===== src/rtl/cache_block_filler.sv =====
// cache_block_filler: packs an element stream into blocks and writes them to SRAM.
// Define CACHE_FILLER_VERIFY_EN to read back and compare every written block.
module cache_block_filler #(
   parameter int ELEMENT_WIDTH      = 32,
   parameter int ELEMENTS_PER_BLOCK = 4,
   parameter int LG_EPB             = 2,
   parameter int WIDTH              = 128,
   parameter int LG_DEPTH           = 6
) (
   input  logic                     clk,
   input  logic                     rst_n,
   input  logic                     cmd_valid,
   output logic                     cmd_ready,
   input  logic [LG_DEPTH-1:0]      cmd_base,
   input  logic [LG_DEPTH:0]        cmd_blocks,
   input  logic                     in_valid,
   output logic                     in_ready,
   input  logic [ELEMENT_WIDTH-1:0] in_data,
   input  logic                     in_last,
   output logic                     ram_en,
   output logic                     ram_we,
   output logic [LG_DEPTH-1:0]      ram_addr,
   output logic [WIDTH-1:0]         ram_din,
   input  logic [WIDTH-1:0]         ram_dout,
   output logic                     done,
   output logic                     err_short,
   output logic                     err_verify
);

   typedef enum logic [2:0] {
      IDLE,
      FILL,
      WRITE,
`ifdef CACHE_FILLER_VERIFY_EN
      RDBK,
      CHECK,
`endif
      DONE
   } state_t;

   localparam logic [LG_EPB-1:0] LAST_IDX =
      LG_EPB'(ELEMENTS_PER_BLOCK - 1);
   localparam logic [LG_DEPTH:0] ONE_BLK =
      (LG_DEPTH + 1)'(1);

   state_t              state;
   logic [LG_DEPTH-1:0] addr;
   logic [LG_DEPTH:0]   remaining;
   logic [LG_EPB-1:0]   idx;
   logic [WIDTH-1:0]    shadow;
   logic [WIDTH-1:0]    shadow_nx;
   logic                ended;
   logic                full;
   logic                last_blk;
   logic                step;

   assign full     = (idx == LAST_IDX);
   assign last_blk = (remaining == ONE_BLK);

`ifdef CACHE_FILLER_VERIFY_EN
   assign step = (state == CHECK);
`else
   assign step = (state == WRITE);
   logic unused_dout;
   assign unused_dout = ^ram_dout;
`endif

   // element k lands in slot k, element 0 least significant
   always_comb begin
      shadow_nx = shadow;
      for (int k = 0; k < ELEMENTS_PER_BLOCK; k++) begin
         if (idx == LG_EPB'(k))
            shadow_nx[k*ELEMENT_WIDTH +: ELEMENT_WIDTH] = in_data;
      end
   end

   always_ff @(posedge clk or negedge rst_n) begin
      if (!rst_n) begin
         state      <= IDLE;
         addr       <= '0;
         remaining  <= '0;
         idx        <= '0;
         shadow     <= '0;
         ended      <= 1'b0;
         cmd_ready  <= 1'b1;
         in_ready   <= 1'b0;
         ram_en     <= 1'b0;
         ram_we     <= 1'b0;
         ram_addr   <= '0;
         ram_din    <= '0;
         done       <= 1'b0;
         err_short  <= 1'b0;
         err_verify <= 1'b0;
      end else begin
         done   <= 1'b0;
         ram_en <= 1'b0;
         ram_we <= 1'b0;
         unique case (state)
            IDLE: begin
               if (cmd_valid) begin
                  addr       <= cmd_base;
                  remaining  <= cmd_blocks;
                  idx        <= '0;
                  shadow     <= '0;
                  ended      <= 1'b0;
                  err_short  <= 1'b0;
                  err_verify <= 1'b0;
                  cmd_ready  <= 1'b0;
                  if (cmd_blocks == '0) begin
                     state <= DONE;
                     done  <= 1'b1;
                  end else begin
                     state    <= FILL;
                     in_ready <= 1'b1;
                  end
               end
            end
            FILL: begin
               if (in_valid) begin
                  shadow <= shadow_nx;
                  idx    <= idx + 1'b1;
                  if (in_last && !(last_blk && full))
                     err_short <= 1'b1;
                  if (in_last || full) begin
                     ended    <= in_last;
                     state    <= WRITE;
                     in_ready <= 1'b0;
                     ram_en   <= 1'b1;
                     ram_we   <= 1'b1;
                     ram_addr <= addr;
                     ram_din  <= shadow_nx;
                  end
               end
            end
            WRITE: begin
`ifdef CACHE_FILLER_VERIFY_EN
               state  <= RDBK;
               ram_en <= 1'b1;
`endif
            end
`ifdef CACHE_FILLER_VERIFY_EN
            RDBK: state <= CHECK;
            CHECK: begin
               if (ram_dout != shadow)
                  err_verify <= 1'b1;
            end
`endif
            DONE: begin
               state     <= IDLE;
               cmd_ready <= 1'b1;
            end
            default: state <= IDLE;
         endcase

         // block committed: advance, then finish or refill
         if (step) begin
            remaining <= remaining - 1'b1;
            addr      <= addr + 1'b1;
            if (last_blk || ended) begin
               state <= DONE;
               done  <= 1'b1;
            end else begin
               state    <= FILL;
               in_ready <= 1'b1;
               shadow   <= '0;
               idx      <= '0;
            end
         end
      end
   end

endmodule


===== config.mk =====
export PLATFORM = sky130hd
export DESIGN_NAME = cache_block_filler
export DESIGN_NICKNAME = d
export VERILOG_FILES = /design/src/rtl/cache_block_filler.sv
export SDC_FILE = /design/constraint.sdc
export NUM_CORES = 1
export LEC_CHECK = 0
export BUFFER_PORTS_ARGS = -buffer_cell sky130_fd_sc_hd__clkbuf_2
export CORE_UTILIZATION = 50
export CTS_BUF_LIST = sky130_fd_sc_hd__clkbuf_16
export CTS_CLUSTER_SIZE = 10
export DETAILED_ROUTE_END_ITERATION = 6
export GPL_TIMING_DRIVEN = 1
export PLACE_DENSITY = 0.75
export SLEW_MARGIN = 20
export SYNTH_ARGS = -nofsm -noshare
export SYNTH_HDL_FRONTEND = slang
export SYNTH_SLANG_ARGS = --single-unit
export TNS_END_PERCENT = 30

===== constraint.sdc =====
create_clock -name clk -period 2.8 [get_ports clk]
set_input_delay 0.14 -clock clk [delete_from_list [all_inputs] [get_ports clk]]
set_output_delay 0.14 -clock clk [all_outputs]
set_load 0.005 [all_outputs]

== Word level (Yosys, flattened, before mapping) ==
Cells that the tools add are included.
Cells by class
  $add $sub $neg: 3
  equality and inequality tests: 14
  reductions and logical operators: 18
  multiplexer cells: 50
Operator list (count)
  128-bit two-way mux: 4
  128-bit one-hot mux with 2 select lines: 1
  32-bit two-way mux: 4
  7-bit two-way mux: 3
  1-bit two-way mux: 19
  6-bit two-way mux: 3
  2-bit two-way mux: 6
  3-bit two-way mux: 4
  3-bit inequality test, second input constant: 3
  2-bit inequality test, second input constant: 4
  1-bit one-hot mux with 2 select lines: 4
  4-bit AND reduction: 2
  2-bit nonzero test: 4
  7-bit by 1-bit == test with 1-bit output, second input constant: 1
  7-bit logical NOT: 1
  7-bit by 1-bit subtractor with 7-bit output, second input constant: 1
  6-bit by 1-bit adder with 6-bit output, second input constant: 1
  3-bit by 2-bit == test with 1-bit output, second input constant: 2
  3-bit one-hot mux with 2 select lines: 1
  3-bit AND reduction: 2
  2-bit == test, second input constant: 2
  2-bit one-hot mux with 2 select lines: 1
  2-bit AND reduction: 2
  3-bit by 1-bit == test with 1-bit output, second input constant: 1
  other kinds (7): 9
Word-level totals
  output and inout bits: 141
  flip-flop bits (word level): 286

== Logic depth before layout (Yosys ltp) ==
  word-level depth: 7
  gate-level depth with buffers: 8

== Least setup slack after synthesis ==
OpenSTA, ideal clock, no wires.
  path kind: flip-flop to flip-flop
  from: register idx[0]
  to: register ram_din[89]
  required time: 2.666 ns
  clock period less this slack: 1.650 ns
  slack: 1.150 ns
  setup time: 0.134 ns
  arrival time: 1.517 ns
  cell stages (with the launch flop): 7
  path buffers: 2
  path through: dfrtp_1 > inv_1 > ha_1 > buf_2 > buf_1 > mux2i_1 > o21ai_0
Between the ends
  longest elaborated chain between the ends: 3
  elaborated cells between the ends (all ways): 5
  those cells by class: 2 x eq/ne; 1 x mux; 2 x reduce/logical
RTL lines
  start, declared: line 49  | logic [LG_EPB-1:0] idx;
  start signal, assigned: line 121  | idx <= idx + 1'b1;
  2-bit == test: line 57  | assign full = (idx == LAST_IDX);
  1-bit logical OR: line 124  | if (in_last || full) begin
  3-bit AND reduction (no source line)
  end signal, assigned: line 131  | ram_din <= shadow_nx;
  end, declared: line 23  | output logic [WIDTH-1:0] ram_din,
Several ways; a longest one is shown, not always the timed one.
A chain may end at the register's enable or synchronous reset.

== Worst setup path after layout ==
  from: register idx[0]
  to: register ram_din[15]
Same word-level chain as after synthesis.

==> run_results.csv <==
group,metric,value,unit
status,status,"finished clean",
timing,fmax,462,MHz
global_route,grt_pass1_wl,57000,µm
clock_tree,cts_resized,0,
clock_tree,postCtsSetupBuffers,0,
synthesis,syn_nets,1532,
synthesis,synth-warning-count,0,
global_route,track_usage,26.8,%
clock_tree,holdBufCountCts,39,
critical_path,r2r_cells,4,
route,vias_per_cell,5.96,
clock_tree,clk_latency,0.51,ns
floorplanning,die_x,164,µm
synthesis,yosysUniqueCellTypes,54,
power,peakVddDrop,0.556,mV
synthesis,syn_area,13100,µm²
timing,worst_slew_pin_slew,0.971,ns
timing,min_period,2.16,ns
synthesis,synth_enable_flop_cells,0,
place,dpl_cell_area,14200,µm²
synthesis,ys_seq_elements,285,
timing,setup_ws,0.637,ns
layout,fin_area,15600,µm²
layout,multi_input_area,5270,µm²
layout,drive_gt1_share,19.1,%
layout,layout.nets,1676,
timing,relSlewSlack,35.0,%
clock_tree,cts.clk_slew.worst_paths,0.06,ns
synthesis,synthCells,1347,
floorplanning,start_util,51.6,%
power,powerDensity,1070,nW/µm²
synthesis,synth_top_cell_by_area,"dfrtp_1",
timing,rsz0062_at_grt,"false",
route,drc,0,
critical_path,end_kind,"register",
floorplanning,die-area,27000,µm²
global_route,grt_max_degree,129,
timing,fin_crit_sh,77.3,%
timing,finClkSkew,0.0151,ns
synthesis,synth_top_area_share,54.0,%
worst_hold_path,hold_class,"input pin to register",
timing,slew_viol_final,0,
clock_tree,cts_tree,"built",
power,power_leakage,7.00,nW
critical_path,required,3.17,ns
layout,ff_latch_area,7130,µm²
timing,hold_viol_final,0,
route,routed_wl,35200,µm
place,port_buffers,189,
place,hpwl,21500,µm
synthesis,synth_area_per_cell,9.76,µm²
clock_tree,cts_buffers,35,
route,dr.first_iter.drc_count,938,
layout,antenna_cells,0,
timing,setup_viol,0,
global_route,grt_remaining_overflow,0,
job,drv_cap,0,
floorplanning,pin_count,319,
layout,syn_to_final_growth,18.4,%
clock_tree,clock-root-buffer,"clkbuf_16",
place,place_ws,0.637,ns
clock_tree,cts.path.max_buffers,3,
layout,fill_cells,2134,
clock_tree,h-tree-depth,2,
global_route,antenna_found_initial,0,
route,drt-pass1-iter-count,5,
floorplanning,fp.dieH,164,µm
floorplanning,core_area,25500,µm²
critical_path,critical_path_class,"register to register",
place,place_congestion,0.811,
critical_path,startpoint_type,"register",
synthesis,synthFlopType,"dfrtp_1",
synthesis,synthTopCellsByArea,"dfrtp_1 54%, mux2i_1 9.9%, o21ai_0 9.4%, a21oi_1 5.3%, nand3_1 5.1%",
timing,fin_tns_setup,0,ns
route,vias,10908,
critical_path,worstPathArrival,2.53,ns
clock_tree,clock_sinks,285,
synthesis,synthArstFlopShare,100,%
global_route,grt_pass1_vias,10710,
route,ant_nets,0,
synthesis,yosysSeqAreaShare,54.2,%
floorplanning,rows,58,
critical_path,critPathMaxFanout,28,
worst_hold_path,min_delay_path_depth,3,
route,route.detailed.wl_per_inst,19.2,µm
## cell usage after synthesis (3+ instances only)
master and n:
buf_6 10, ha_1 7, nand3_1 134, nand2_1 137, buf_4 5, nand3b_1 4, buf_2 45, inv_1 7
nor2_1 10, and4b_1 5, mux2_2 6, nor3_1 4, nand2b_1 5, a21oi_1 140, clkbuf_1 66, o211ai_1 5
and3b_1 3, buf_1 33, nor2b_1 3, o22ai_1 4, nand4b_1 4, o21ai_0 248, mux2i_1 130, dfrtp_1 284
o21ai_1 13
## state kept, by name, indices dropped and copies added, names as in the netlist
signal     count
addr           6
cmd_ready      1
done           1
ended          1
err_short      1
idx            2
in_ready       1
ram_addr       6
ram_din      128
ram_we         1
remaining      7
shadow       128
state          2
## final cells by class
| class | instances | area share, % |
|---|---|---|
| clock buffer | 35 | 5.63 |
| clock inverter | 11 | 0.386 |
| inverter | 8 | 0.193 |
| multi-input combinational | 894 | 33.9 |
| sequential | 285 | 45.8 |
| tap | 330 | 2.65 |
| timing repair buffer | 267 | 11.4 |
## power by group
part           total [mW]  switching (mW)  internal, mW
Sequential           6.87            1.06          5.81
Combinational        5.91            3.36          2.55
Clock                3.87            1.63          2.23
Total                16.6            6.05          10.6
## metrics by stage
| stage | total power [mW] | hold WS (ns) | std cells | util [%] |
|---|---|---|---|---|
| 5_1_grt | 17.8 | 0.00655 | 1830 | 61.1 |
| 6_report | 16.6 | 0.0144 | 1830 | 61.1 |
| 4_1_cts | 16.7 | 0.00252 | 1830 | 61.1 |
| 2_1_floorplan | 10.4 | -0.156 | 1347 | - |
| 3_3_place_gp | 12.5 | 0.195 | 1745 | 55.9 |
| 3_5_place_dp | 12.8 | 0.196 | 1745 | 55.9 |
## cell families after synthesis
group / after synthesis / share of synthesized area, %
and+or+nand+nor: 318 / 11.5
muxes: 136 / 10.4
adders and majority gates: 7 / 0.666
other: 1 / 0.0285
DFF: 285 / 54.2
buffers and inverters: 168 / 5.95
AOI/OAI and AO/OA: 432 / 17.2
## cell usage in the layout (no fill, tap or decap), types with 3 or more instances in the layout
cell	n
o21ai_1	12
clkbuf_2	188
nand4b_1	4
mux2_2	6
inv_6	3
o211ai_1	5
and4b_1	4
nor3_1	4
ha_1	3
nand3b_1	4
inv_1	11
o22ai_1	4
and3b_1	3
mux2i_1	130
nor2_1	9
o21ai_0	248
ha_2	4
nand2b_1	5
clkbuf_16	35
dlygate4sd3_1	39
nand2_1	137
buf_4	28
nand3_1	134
dfrtp_1	284
a21oi_1	140
buf_12	11
nor2b_1	3
clkinv_2	3
## worst paths after layout
| kind | startpoint | to | slack, ns |
|---|---|---|---|
| min | cmd_base[2] | addr[2] | 0.01 |
| min in group asynchronous | rst_n | ram_din[65] | 0.24 |
| min reg2reg | ram_din[120] | ram_din[120] | 0.50 |
| max | idx[0] | ram_din[15] | 0.64 |
| max in group asynchronous | rst_n | ram_din[121] | 1.69 |
| max reg2reg | idx[0] | ram_din[15] | 0.64 |
## per-layer routing
| metal | GRT usage [%] | wire length, µm |
|---|---|---|
| met1 | 38.0 | 15500 |
| met2 | 41.5 | 16300 |
| met3 | 5.58 | 2650 |
| met4 | 7.20 | 725 |
| met5 | 0 | 0 |
## critical path: stages, from the launching register on
cell and delay, ns:
dfrtp_1 0.42, ha_2 0.24, o21ai_4 0.77, buf_4 0.42, o21ai_0 0.15
Power figures use the tool's default switching activity.
